**src/rtl/pe_result_drain.sv**
```systemverilog
// Drains the MAC PE result stream: drops intermediate partial sums, keeps every
// ACC_LEN-th beat with the window's OR-ed error flags, and buffers it in a small FIFO.
module pe_result_drain #(
    parameter int ACC_LEN = 4,
    parameter int DEPTH   = 4,
    parameter int DATA_W  = 32
) (
    input  logic                     aclk,
    input  logic                     aresetn,
    input  logic                     s_axis_result_tvalid,
    output logic                     s_axis_result_tready,
    input  logic [DATA_W-1:0]        s_axis_result_tdata,
    input  logic [1:0]               s_axis_result_tuser,
    output logic                     m_axis_tvalid,
    input  logic                     m_axis_tready,
    output logic [DATA_W-1:0]        m_axis_tdata,
    output logic [1:0]               m_axis_tuser,
    output logic [$clog2(DEPTH):0]   fifo_count,
    output logic                     busy
);

    localparam int PTR_W   = $clog2(DEPTH);
    localparam int CNT_W   = PTR_W + 1;
    localparam int ENTRY_W = DATA_W + 2;
    localparam logic [15:0] LAST_BEAT = 16'(ACC_LEN - 1);
    localparam logic [CNT_W-1:0] FULL_COUNT = CNT_W'(DEPTH);

    logic [15:0]        r_beat_cnt;
    logic [1:0]         r_err_acc;
    logic [ENTRY_W-1:0] r_mem [DEPTH];
    logic [PTR_W-1:0]   r_wr_ptr;
    logic [PTR_W-1:0]   r_rd_ptr;
    logic [CNT_W-1:0]   r_count;
    logic [ENTRY_W-1:0] r_head;

    logic               w_last_beat;
    logic               w_full;
    logic               w_m_valid;
    logic               w_pop;
    logic               w_s_ready;
    logic               w_accept;
    logic               w_push;
    logic [ENTRY_W-1:0] w_entry;
    logic [PTR_W-1:0]   w_rd_next;

    assign w_last_beat = (r_beat_cnt == LAST_BEAT);
    assign w_full      = (r_count == FULL_COUNT);
    assign w_m_valid   = (r_count != '0);
    assign w_pop       = w_m_valid & m_axis_tready;

    // Only the closing beat of a window needs FIFO room; a same-cycle pop frees one slot.
    assign w_s_ready   = aresetn & (~w_last_beat | ~w_full | w_pop);
    assign w_accept    = s_axis_result_tvalid & w_s_ready;
    assign w_push      = w_accept & w_last_beat;
    assign w_entry     = {s_axis_result_tdata, r_err_acc | s_axis_result_tuser};
    assign w_rd_next   = r_rd_ptr + PTR_W'(1);

    // NOTE: state registers use non-blocking assignments so every read in this
    // edge sees the pre-edge value, independent of statement order.
    always_ff @(posedge aclk) begin
        if (!aresetn) begin
            r_beat_cnt <= '0;
            r_err_acc  <= '0;
            r_wr_ptr   <= '0;
            r_rd_ptr   <= '0;
            r_count    <= '0;
            r_head     <= '0;
        end else begin
            if (w_accept) begin
                if (w_last_beat) begin
                    r_beat_cnt <= '0;
                    r_err_acc  <= '0;
                end else begin
                    r_beat_cnt <= r_beat_cnt + 16'd1;
                    r_err_acc  <= r_err_acc | s_axis_result_tuser;
                end
            end

            if (w_push) begin
                r_wr_ptr <= r_wr_ptr + PTR_W'(1);
            end
            if (w_pop) begin
                r_rd_ptr <= w_rd_next;
            end

            case ({w_push, w_pop})
                2'b10:   r_count <= r_count + CNT_W'(1);
                2'b01:   r_count <= r_count - CNT_W'(1);
                default: r_count <= r_count;
            endcase

            // Head copy changes only on pop or push-into-empty, so the output holds while valid.
            if (w_pop) begin
                if (w_push && (r_wr_ptr == w_rd_next)) begin
                    r_head <= w_entry;
                end else begin
                    r_head <= r_mem[w_rd_next];
                end
            end else if (w_push && !w_m_valid) begin
                r_head <= w_entry;
            end
        end
    end

    // NOTE: storage has no reset; pointers and count alone decide which entries are live.
    always_ff @(posedge aclk) begin
        if (w_push) begin
            r_mem[r_wr_ptr] <= w_entry;
        end
    end

    assign s_axis_result_tready = w_s_ready;
    assign m_axis_tvalid        = w_m_valid;
    assign m_axis_tdata         = r_head[ENTRY_W-1:2];
    assign m_axis_tuser         = r_head[1:0];
    assign fifo_count           = r_count;
    assign busy                 = (r_beat_cnt != '0) | w_m_valid;

endmodule

```
**config.mk**
```make
export PLATFORM = sky130hd
export DESIGN_NAME = pe_result_drain
export DESIGN_NICKNAME = d
export VERILOG_FILES = /design/src/rtl/pe_result_drain.sv
export SDC_FILE = /design/constraint.sdc
export NUM_CORES = 1
export LEC_CHECK = 0
export ABC_AREA = 1
export CAP_MARGIN = 25
export CORE_MARGIN = 1
export CORE_UTILIZATION = 40
export DETAILED_ROUTE_END_ITERATION = 10
export MAX_ROUTING_LAYER = met4
export PLACE_DENSITY_LB_ADDON = 0.3
export SLEW_MARGIN = 40
export SYNTH_ARGS = -nofsm -noshare
export SYNTH_HDL_FRONTEND = slang
export SYNTH_SLANG_ARGS = --single-unit
```
**constraint.sdc**
```tcl
create_clock -name aclk -period 3.28 [get_ports aclk]
set_input_delay 0.328 -clock aclk [delete_from_list [all_inputs] [get_ports aclk]]
set_output_delay 0.328 -clock aclk [all_outputs]
set_load 0.005 [all_outputs]
```
==> impl_metrics.ini <==
[sta]
fmax_ghz = 0.385
final-hold-violation-count = 0
worst_pin_slew_ns = 0.763
tns_ns = 0
skew_ns = 0.0134
slew_headroom = 0.490
setup_viol = 0
slew_viol_final = 0
rsz0062_at_grt = false
period_share = 0.791
fin_crit_ns = 2.60
fin_hold_ws_ns = 0.421

[global_routing]
grt_pass1_wl_um = 31700
grtUsageTotal = 0.192
grt.overflow.total = 0
antenna_found_initial = 0
grt_max_degree = 41
grt_pass1_vias = 6058

[layout]
ff_latch_area_um2 = 5270
nets = 1059
final_util = 0.493
diodes = 0
drive_above_1_share = 0.0712
final_area_um2 = 10400
fillers = 1971
area_growth_pct = 20.3
multi_input_area_um2 = 2680

[clock_tree]
htreeDepth = 4
cts_resized = 0
cts.clk_slew.worst_paths_ns = 0.08
cts_tree = done
clock_sinks = 195
cts_setup_buffers = 0
cts_buffers = 17
clock_latency_ns = 0.43
holdBufCountCts = 0
root_buffer = clkbuf_16
cts.path.max_buffers = 2

[place]
dpl_cell_area_um2 = 9790
gp_congestion = 0.875
post-dp-hpwl_um = 12200
io_buffers = 77

[power_and_ir_drop]
power.density_nw_per_um2 = 481
p_leak_nw = 4.39
max-vdd-ir-drop_mv = 0.331

[logic_synthesis]
netlist_instances = 939
syn-num-nets = 985
syn_area_um2 = 8650
async_reset_ff_frac = 0
ys.flop_type = edfxtp_1
ys_warn_count = 0
synth-edff-count = 136
synth_seq_area_share = 0.609
synth-seq-cells = 195
ys_types = 29
syn_area_per_cell_um2 = 9.21

[critical_path]
path_cells = ha_1 > inv_1 > nor2_1 > nand2_1 > nor2_1 > nand4_1 > nand2_1 > inv_1 > clkdlybuf4s50_1
crit_slowest_cell = clkdlybuf4s50_1
critPathCaptureType = primary output
required_ns = 2.95
crit_fanout = 7
startpoint_type = flip-flop
crit_arrival_ns = 2.27
path_class = flip-flop to primary output
slowest_delay_ns = 0.43

[job]
maxCapViolCount = 0

[routing]
vias = 6348
drtPass1Iterations = 4
antenna_left = 0
wirelength_um = 19700
viasPerCell = 4.88
wl_per_cell_um = 15.2
drc = 0
drt_iter0_drc = 452

[floorplan]
core_area_um2 = 21100
die_h_um = 149
start_util = 0.410
num_rows = 53
pin_count = 78
die_w_um = 149
die-area_um2 = 22200

[worst_hold_path]
hp-class = primary input to flip-flop

[run_status]
status = finished, final reports clean
stage by stage:
stage / cells / setup WS (ns) / total power [mW]
floorplan: 939 / 0.166 / 2.80
global placement: 1269 / 0.862 / 2.91
detailed placement: 1269 / 0.825 / 2.92
CTS: 1301 / 0.659 / 5.04
global route: 1301 / 0.481 / 5.16
finish: 1301 / 0.685 / 5.00
per-layer routing:
layer,global-route usage,up-vias,share of wire
met5,-,-,0
met3,0.0355,21,0.041
met1,0.244,2966,0.46
li1,-,3232,-
met4,0.0648,0,0.012
met2,0.310,129,0.48
worst max-delay path, delay by kind of cell (launching register included):
family	cells	cell delay, ns
buf+inv	3	0.54
fa+ha+maj	1	0.32
flops	1	0.41
simple gates	5	0.57
report_power, final:
group / internal (mW) / total [mW] / switching (mW)
combinational: 0.0950 / 0.212 / 0.117
clock: 1.25 / 2.14 / 0.892
sequential: 2.64 / 2.65 / 0.00820
total: 3.98 / 5.00 / 1.02
area by class of cell:
| type | count | share of cell area |
|---|---|---|
| multi-input combinational | 556 | 0.258 |
| clock buffer | 21 | 0.0443 |
| sequential | 195 | 0.506 |
| clock inverter | 11 | 0.0142 |
| timing repair buffer | 101 | 0.0933 |
| inverter | 142 | 0.0512 |
| tap | 275 | 0.0331 |
layout by cell type, fill, tap and decap left out, types with 4 or more instances in the layout:
cell             Yosys  layout
ha_1                 7       7
nand2_1            219     219
edfxtp_1           136     136
nor3_1               5       5
clkbuf_16            0      17
nand3_1            121     121
xor2_1               4       4
nor2_4               0       6
a21oi_1             48      48
dfxtp_1             59      58
nand4_1              9       9
clkdlybuf4s50_1      0      76
o21a_1              23      23
nor2_1              47      42
o21ai_0             57      57
buf_4                0      22
inv_1              139     139
final timing paths:
check / startpoint / to / slack [ns] / cells after the start
setup / recovery: r_beat_cnt[0] / s_axis_result_tready / 0.68 / 9
hold / removal: aresetn / r_head[1] / 0.42 / 5
setup reg to reg: r_beat_cnt[0] / r_head[22] / 0.77 / 13
hold reg to reg: r_err_acc[0] / r_err_acc[0] / 0.45 / 2
sequential cells by signal (all words and copies together) (netlist names):
signal and flops:
r_beat_cnt 16, r_err_acc 2, r_rd_ptr 2, r_head 34, fifo_count 3, r_mem 136, r_wr_ptr 2
Yosys cell counts (all sizes together), types with 2 or more instances:
cell    instances  area, um^2
nor3            5        25.0
clkbuf         20        75.1
dfxtp          59        1180
o21a           23         173
inv           141         529
buf            26         139
or2             3        18.8
nand4           9        56.3
nand2         222         841
nor4            2        12.5
nand3         122         616
xor2            4        35.0
edfxtp        136        4080
a21oi          48         240
nor2           49         189
o21ai          58         302
ha              7        87.6
cell families (layout without fill, tap and decap cells):
kind of cell / Yosys count / count (layout) / share of synthesized area
AOI/OAI and AO/OA: 130 / 130 / 0.0835
xor gates and xnor gates: 4 / 4 / 0.00405
adders and majority gates: 8 / 8 / 0.0124
buffers and inverters: 188 / 275 / 0.0864
DFF: 195 / 195 / 0.609
and+or+nand+nor: 414 / 414 / 0.205
(Power assumes the default switching activity.)
